File: src/rtl/rr_pkg.sv
// Shared types, constants and rotation helper for the round-robin arbiter.
package rr_pkg;

  localparam int unsigned NREQ  = 4;
  localparam int unsigned IDX_W = 2;

  typedef enum logic {
    IDLE  = 1'b0,
    GRANT = 1'b1
  } state_e;

  // First set request scanning ptr+1, ptr+2, ptr+3, ptr (mod NREQ); returns ptr if req is empty.
  function automatic logic [IDX_W-1:0] rot_select(input logic [NREQ-1:0] req,
                                                  input logic [IDX_W-1:0] ptr);
    logic [IDX_W-1:0] idx;
    rot_select = ptr;
    // Walk from the farthest offset down so the nearest set bit wins last.
    for (int k = NREQ; k >= 1; k--) begin
      idx = ptr + IDX_W'(k);
      if (req[idx]) rot_select = idx;
    end
  endfunction

endpackage

File: src/rtl/onehot_enc4.sv
// Combinational 4-to-2 encoder with enable: one-hot d -> binary (a1,a0); 00 when disabled.
module onehot_enc4 (
  input  logic       en,
  input  logic [3:0] d,
  output logic [1:0] y
);

  // Encode assuming d is zero or one-hot.
  always_comb begin
    y = 2'b00;
    if (en) y = {d[3] | d[2], d[3] | d[1]};
  end

endmodule

File: src/rtl/rr_enc_arbiter.sv
// Round-robin arbiter: four requesters, registered one-hot grant held until release,
// then one dead cycle and rotated priority.
// Optional hold-time limit with forced release: define RR_TIMEOUT_EN.
module rr_enc_arbiter
  import rr_pkg::*;
#(
  parameter int unsigned HOLD_MAX = 8,
  parameter int unsigned CNT_W    = 8
) (
  input  logic             clk,
  input  logic             rst,
  input  logic [NREQ-1:0]  req,
  input  logic             done,
  output logic [NREQ-1:0]  gnt,
  output logic [IDX_W-1:0] gnt_idx,
  output logic             gnt_valid,
  output logic             timeout
);

  // Reject configurations where the hold counter cannot reach HOLD_MAX-1.
  if (HOLD_MAX < 1 || HOLD_MAX > 255 || (64'(1) << CNT_W) <= 64'(HOLD_MAX)) begin : g_bad_cfg
    $error("rr_enc_arbiter: illegal HOLD_MAX/CNT_W combination");
  end

  state_e           state_q, state_d;
  logic [IDX_W-1:0] ptr_q, ptr_d;
  logic [NREQ-1:0]  gnt_q, gnt_d;
  logic             valid_q, valid_d;
  logic [IDX_W-1:0] sel_c;
  logic             tmo_hit_c;

`ifdef RR_TIMEOUT_EN
  logic [CNT_W-1:0] cnt_q, cnt_d;
  logic             timeout_q, timeout_d;

  assign tmo_hit_c = (cnt_q == CNT_W'(HOLD_MAX - 1));
  assign timeout   = timeout_q;
`else
  assign tmo_hit_c = 1'b0;
  assign timeout   = 1'b0;
`endif

  assign sel_c = rot_select(req, ptr_q);

  // State and output registers with synchronous reset.
  always_ff @(posedge clk) begin
    if (rst) begin
      state_q   <= IDLE;
      ptr_q     <= IDX_W'(NREQ - 1);
      gnt_q     <= '0;
      valid_q   <= 1'b0;
`ifdef RR_TIMEOUT_EN
      cnt_q     <= '0;
      timeout_q <= 1'b0;
`endif
    end else begin
      state_q   <= state_d;
      ptr_q     <= ptr_d;
      gnt_q     <= gnt_d;
      valid_q   <= valid_d;
`ifdef RR_TIMEOUT_EN
      cnt_q     <= cnt_d;
      timeout_q <= timeout_d;
`endif
    end
  end

  // Next-state: grant on request in IDLE, release on done / dropped request / timeout.
  always_comb begin
    state_d   = state_q;
    ptr_d     = ptr_q;
    gnt_d     = gnt_q;
    valid_d   = valid_q;
`ifdef RR_TIMEOUT_EN
    cnt_d     = cnt_q;
    timeout_d = 1'b0;
`endif
    case (state_q)
      IDLE: begin
        if (|req) begin
          state_d = GRANT;
          ptr_d   = sel_c;
          gnt_d   = NREQ'(1) << sel_c;
          valid_d = 1'b1;
`ifdef RR_TIMEOUT_EN
          cnt_d   = '0;
`endif
        end
      end
      GRANT: begin
`ifdef RR_TIMEOUT_EN
        cnt_d = cnt_q + CNT_W'(1);
`endif
        // ptr_q names the current owner for the whole grant.
        if (done || !req[ptr_q] || tmo_hit_c) begin
          state_d = IDLE;
          gnt_d   = '0;
          valid_d = 1'b0;
`ifdef RR_TIMEOUT_EN
          timeout_d = !done && req[ptr_q];
`endif
        end
      end
      default: state_d = IDLE;
    endcase
  end

  // Binary index of the registered grant.
  onehot_enc4 u_enc (
    .en (valid_q),
    .d  (gnt_q),
    .y  (gnt_idx)
  );

  assign gnt       = gnt_q;
  assign gnt_valid = valid_q;

endmodule
File: config.mk
export PLATFORM = sky130hd
export DESIGN_NAME = rr_enc_arbiter
export DESIGN_NICKNAME = d
export VERILOG_FILES = /design/src/rtl/rr_pkg.sv /design/src/rtl/onehot_enc4.sv /design/src/rtl/rr_enc_arbiter.sv
export SDC_FILE = /design/constraint.sdc
export NUM_CORES = 1
export LEC_CHECK = 0
export ABC_AREA = 1
export CORE_MARGIN = 5
export CORE_UTILIZATION = 39
export DETAILED_ROUTE_END_ITERATION = 6
export PLACE_DENSITY = 0.74
export SLEW_MARGIN = 20
export SYNTH_ARGS = -nofsm -noshare
export SYNTH_HDL_FRONTEND = slang
export SYNTH_SLANG_ARGS = --single-unit
File: constraint.sdc
create_clock -name clk -period 1.55 [get_ports clk]
set_input_delay 0.31 -clock clk [delete_from_list [all_inputs] [get_ports clk]]
set_output_delay 0.31 -clock clk [all_outputs]
set_load 0.01 [all_outputs]
==> impl_metrics.py, run 1 <==
metrics = {
    "setup_path": {
        "required_ps": 1240,
        "r2r-start": "ptr_q[0]$_SDFFE_PP1P_",
        "crit_chain": "clkdlybuf4s50_1",
        "crit_slowest_cell": "clkdlybuf4s50_1",
        "critPathTopFamily": "buffers and inverters",
        "startpoint": "gnt[1]$_SDFFE_PP0P_",
        "crit_type": "reg -> out",
        "arrival_ps": 1170,
        "critPathCaptureType": "primary output",
        "critPathBufInv": 1,
        "start_kind": "flip-flop",
        "path_max_fanout": 3,
        "max_stage_delay_ps": 560,
    },
    "finish": {
        "multi_input_area_um2": 332,
        "diodes": 0,
        "fin_util": 0.576,
        "drive_gt1_frac": 0.241,
        "fillers": 127,
        "final_common_cell": "nand2_1",
        "final_cell_mix": "29 x nand2_1, 10 x nand3_1, 10 x clkdlybuf4s50_1, 8 x a21oi_1, 7 x nand2_2",
        "ff_latch_area_um2": 163,
        "fin_nets": 117,
        "stdcell_area_um2": 741,
        "stdcell_count": 123,
        "syn_to_final_growth_pct": 43.3,
    },
    "global_route": {
        "use_met3": 0.0625,
        "grtUsageMet1": 0.182,
        "overflow": 0,
        "track_usage": 0.137,
        "grt_pass1_vias": 529,
        "grt_start_max_net_pins": 11,
        "gr-max-usage-layer": "met2",
        "grt_antenna_before_repair": 0,
        "grtUsageMet2": 0.201,
        "grt_pass1_wl_um": 2150,
    },
    "floorplanning": {
        "die_width_um": 46.4,
        "placementRows": 13,
        "start_util": 0.402,
        "die_h_um": 46.4,
        "ios": 15,
        "dieArea_um2": 2150,
        "core-area_um2": 1280,
    },
    "place": {
        "place_area_um2": 677,
        "dp.cells": 120,
        "io_buffers": 13,
        "gp_congestion": 0.843,
        "place.detailed.hpwl_um": 996,
    },
    "sta": {
        "finalSetupViolations": 0,
        "finalCriticalPeriod_ps": 1480,
        "final_hold_viol_count": 0,
        "fin_crit_sh": 0.954,
        "setup_tns_ps": 0,
        "slew_violations": 0,
        "fmax_mhz": 676,
        "clock_skew_ps": 2.06,
    },
    "route": {
        "dr_total_vias": 629,
        "ant_nets": 0,
        "wl_um": 1350,
        "drt_iter0_drc": 27,
        "drc": 0,
        "wl_per_cell_um": 11.0,
        "first_pass_iters": 4,
        "vias_per_cell": 5.11,
    },
    "cts": {
        "post_cts_resized": 2,
        "cts_buffers": 3,
        "clk_path_buf_depth": 2,
        "cts_max_level": 1,
        "root_buffer": "clkbuf_4",
        "cts.clk_slew.worst_paths_ps": 50,
        "clock_latency_ps": 250,
        "cts.sinks": 8,
        "hold_buffers": 0,
        "post_cts_buffers": 0,
        "cts_tree": "built",
    },
    "power_and_ir_drop": {
        "pwr-share-seq": 0.281,
        "power_density_nw_per_um2": 1430,
        "peakVddDrop_uv": 848,
        "intPower_uw": 601,
        "power_uw": 1060,
        "swShare": 0.434,
        "leakagePower_uw": 0.000376,
        "switchingPower_uw": 462,
        "comb_power_share": 0.576,
        "p_clk_frac": 0.144,
    },
    "flow_run": {
        "maxCapViolations": 0,
    },
    "logic_synthesis": {
        "synthCells": 91,
        "syn_area_per_cell_um2": 5.68,
        "synth_top_area_share": 0.310,
        "synthTopCellsByArea": "dfxtp_1 31%, nand2_1 25%, nand3_1 11%",
        "synth_top_area_cell": "dfxtp_1",
        "yosys_warnings": 0,
        "ys_ff_latch": 8,
        "syn_area_um2": 517,
        "yosysSeqAreaShare": 0.310,
        "synth_nets": 98,
        "yosysUniqueCellTypes": 14,
    },
    "hold_path": {
        "hold_path_class": "reg -> reg",
        "worstHoldStart": "gnt[0]$_SDFFE_PP0P_",
    },
    "run_status": {
        "status": "finished, final reports clean",
    },
}
-- synth_stat cells, drive strengths merged --
library cell,n
dfxtp,8
nor2,5
inv,11
buf,3
a21oi,9
nand2,36
conb,1
nand4,1
o21ai,6
nand3,11
-- area by class of cell --
class | instances | share of cell area
Multi-Input combinational cell | 69 | 0.448
Timing Repair Buffer | 17 | 0.221
Sequential cell | 8 | 0.220
Inverter | 11 | 0.0557
Clock buffer | 3 | 0.0304
Tap cell | 15 | 0.0253
-- power groups by stage --
stage,Combinational (uW),Sequential [uW],Clock (uW)
2_1_floorplan,349,300,0
3_3_place_gp,536,293,0
3_5_place_dp,547,294,0
4_1_cts,542,290,159
5_1_grt,697,306,173
6_report,612,298,153
-- final timing paths --
check / slack (ps) / end / cells after the start
worst max-delay path: 70 / gnt[1] / 1
worst min register to register: 470 / gnt[0]$_SDFFE_PP0P_ / 2
worst min-delay path: 470 / gnt[0]$_SDFFE_PP0P_ / 2
worst max register to register: 120 / gnt[3]$_SDFFE_PP0P_ / 11
-- cell families after synthesis --
family | Yosys count | share of synthesized area
flops | 8 | 0.310
simple gates | 53 | 0.421
compound gates | 15 | 0.145
buf+inv | 14 | 0.116
other cells | 1 | 0.00726
-- registers in the layout, summed over array words and instances, names as in the netlist --
signal     flops
state_q        1
ptr_q          2
gnt_valid      1
gnt            4
-- stage by stage --
stage               hold WS (ps)  setup WS [ps]
floorplan                    465            317
global placement             460           -199
detailed placement           461           -213
CTS                          469           18.3
global route                 487          -7.96
finish                       468           71.5
-- layer usage --
metal / vias up / share of wire / wire length (um)
met5: - / 0 / 0
met4: 0 / 0.017 / 23
met3: 4 / 0.042 / 57
met2: 13 / 0.49 / 661
met1: 289 / 0.45 / 611
li1: 323 / - / -
Note: power is estimated with default switching activity, not from simulation.
==> run 2, diff against run 1 <==
PLACE_DENSITY = 0.79   (was 0.74)
==> run 2 against run 1 <==
Compared with the run above: fmax is 0.26% lower; non-clock buffer count stayed put; cell count is the same; via count is 2.5% lower; clock-buffer cell count stayed put; clock skew up 4.8 ps; critical path depth stayed put; first-iteration DRC count decreased by 37%; final area is 3.5% lower; combinational power decreased by 9.2%; total power decreased by 5.1%; sequential share of layout area rose by 0.63 points; critical endpoint unchanged.
==> impl_metrics.py, run 2 (same netlist as run 1, synthesis figures left out) <==
metrics = {
    "global_route": {
        "grt_start_max_net_pins": 11,
        "grt_pass1_vias": 491,
        "overflow": 0,
        "grt_pass1_wl_um": 1940,
        "track_usage": 0.125,
        "grt_antenna_before_repair": 0,
    },
    "floorplanning": {
        "start_util": 0.402,
        "die_width_um": 46.4,
        "die_h_um": 46.4,
        "ios": 15,
        "placementRows": 13,
        "core-area_um2": 1280,
        "dieArea_um2": 2150,
    },
    "finish": {
        "syn_to_final_growth_pct": 38.3,
        "fin_nets": 117,
        "diodes": 0,
        "drive_gt1_frac": 0.157,
        "final_common_cell": "nand2_1",
        "largest_reg_flops": 4,
        "final_cell_mix": "33 x nand2_1, 11 x nand3_1, 11 x clkdlybuf4s50_1, 8 x inv_1, 8 x a21oi_1",
    },
    "setup_path": {
        "start_kind": "flip-flop",
        "reg2regPathDepth": 11,
        "r2r-start": "ptr_q[0]$_SDFFE_PP1P_",
        "max_stage_delay_ps": 560,
        "rr_endpoint": "gnt[0]$_SDFFE_PP0P_",
        "critPathCaptureType": "primary output",
        "path_max_fanout": 3,
        "crit_type": "reg -> out",
        "critPathBufInv": 1,
        "arrival_ps": 1170,
        "rrSetupSlack_ps": 120,
        "required_ps": 1240,
        "critPathTopFamily": "buffers and inverters",
        "crit_slowest_cell": "clkdlybuf4s50_1",
        "crit_chain": "clkdlybuf4s50_1",
    },
    "route": {
        "dr_total_vias": 613,
        "drc": 0,
        "vias_per_cell": 4.98,
        "wl_um": 1310,
        "wl_per_cell_um": 10.7,
        "drt_iter0_drc": 17,
        "ant_nets": 0,
        "first_pass_iters": 4,
    },
    "sta": {
        "clock_skew_ps": 6.84,
        "hold_ws_ps": 465,
        "fin_crit_sh": 0.956,
        "slew_violations": 0,
        "finalCriticalPeriod_ps": 1480,
        "final_hold_viol_count": 0,
        "fmax_mhz": 675,
        "finalSetupViolations": 0,
    },
    "cts": {
        "hold_buffers": 0,
        "root_buffer": "clkbuf_4",
        "cts_buffers": 3,
        "clk_path_buf_depth": 2,
        "cts.sinks": 8,
        "cts_max_level": 1,
        "cts_tree": "built",
        "clock_latency_ps": 260,
        "cts.clk_slew.worst_paths_ps": 60,
    },
    "hold_path": {
        "hold_path_class": "reg -> reg",
        "worstHoldEndpoint": "gnt[0]$_SDFFE_PP0P_",
        "min_path_cells": 2,
        "worstHoldStart": "gnt[0]$_SDFFE_PP0P_",
    },
    "power_and_ir_drop": {
        "peakVddDrop_uv": 572,
        "power_uw": 1010,
        "power_density_nw_per_um2": 1410,
        "leakagePower_uw": 0.000363,
    },
    "place": {
        "gp_congestion": 0.779,
        "io_buffers": 13,
        "place.detailed.hpwl_um": 934,
    },
    "flow_run": {
        "maxCapViolations": 0,
    },
    "run_status": {
        "status": "finished, final reports clean",
    },
}
run 2: cell count changes in the layout (fill, tap and decap cells not counted), sizes merged:
cell / previous run / this run
clkdlybuf4s50: 10 / 11
dlymetal6s2s: 1 / 0
run 2: final cells by class:
type                            count  area [um^2]
Clock buffer                        3         22.5
Inverter                           11         41.3
Tap cell                           15         18.8
Multi-Input combinational cell     69          313
Fill cell                         127          571
Sequential cell                     8          161
Timing Repair Buffer               17          158
run 2: report_power, final:
part           internal (uW)  total (uW)  leakage, uW  switching [uW]
Combinational            228         556     0.000283             328
Clock                   88.5         158    0.0000138            69.5
Sequential               253         295    0.0000658            41.9
run 2: timing repair:
action	in CTS	in global routing
resized for setup	2	8
gates cloned	0	0
endpoints found under the setup margin	2	5
pin swaps	0	0
setup buffers	0	0
run 2: worst max-delay path by stage:
stage	start	endpoint	slack (ps)	cells after the start
2_1_floorplan	ptr_q[0]$_SDFFE_PP1P_	gnt[0]$_SDFFE_PP0P_	320	8
3_3_place_gp	req[2]	gnt[0]$_SDFFE_PP0P_	-180	9
3_5_place_dp	req[3]	gnt[0]$_SDFFE_PP0P_	-200	11
4_1_cts	req[1]	gnt[1]$_SDFFE_PP0P_	30	6
5_1_grt	ptr_q[0]$_SDFFE_PP1P_	gnt[0]$_SDFFE_PP0P_	-20	11
6_report	gnt[1]$_SDFFE_PP0P_	gnt[1]	70	1
run 2: per-stage QoR:
stage,std cells,TNS [ps],worst slack (ps),util,cell area (um^2)
3_5_place_dp,120,-1050,-196,0.527,677
3_3_place_gp,120,-960,-183,0.527,677
2_1_floorplan,91,0,317,-,517
4_1_cts,123,0,25.7,0.542,697
5_1_grt,123,-35.1,-23.2,0.556,714
6_report,123,0,67.7,0.556,714
run 2: worst register-to-register path, stage by stage (launching register included):
cell     delay (ps)
dfxtp_1         340
buf_4           180
nand2_1          90
o21ai_2          80
nand2_1         100
nand2_1         100
inv_2            60
nand2_2          60
nand2_1          60
nand2_2          80
nand3_1          80
a21oi_1         130
run 2: per-layer routing:
metal	share of wire	GRT usage	vias to the layer above
met3	0.053	0.0469	0
met5	0	0	-
li1	-	-	323
met4	0	0.0341	0
met1	0.44	0.170	275
met2	0.51	0.181	15
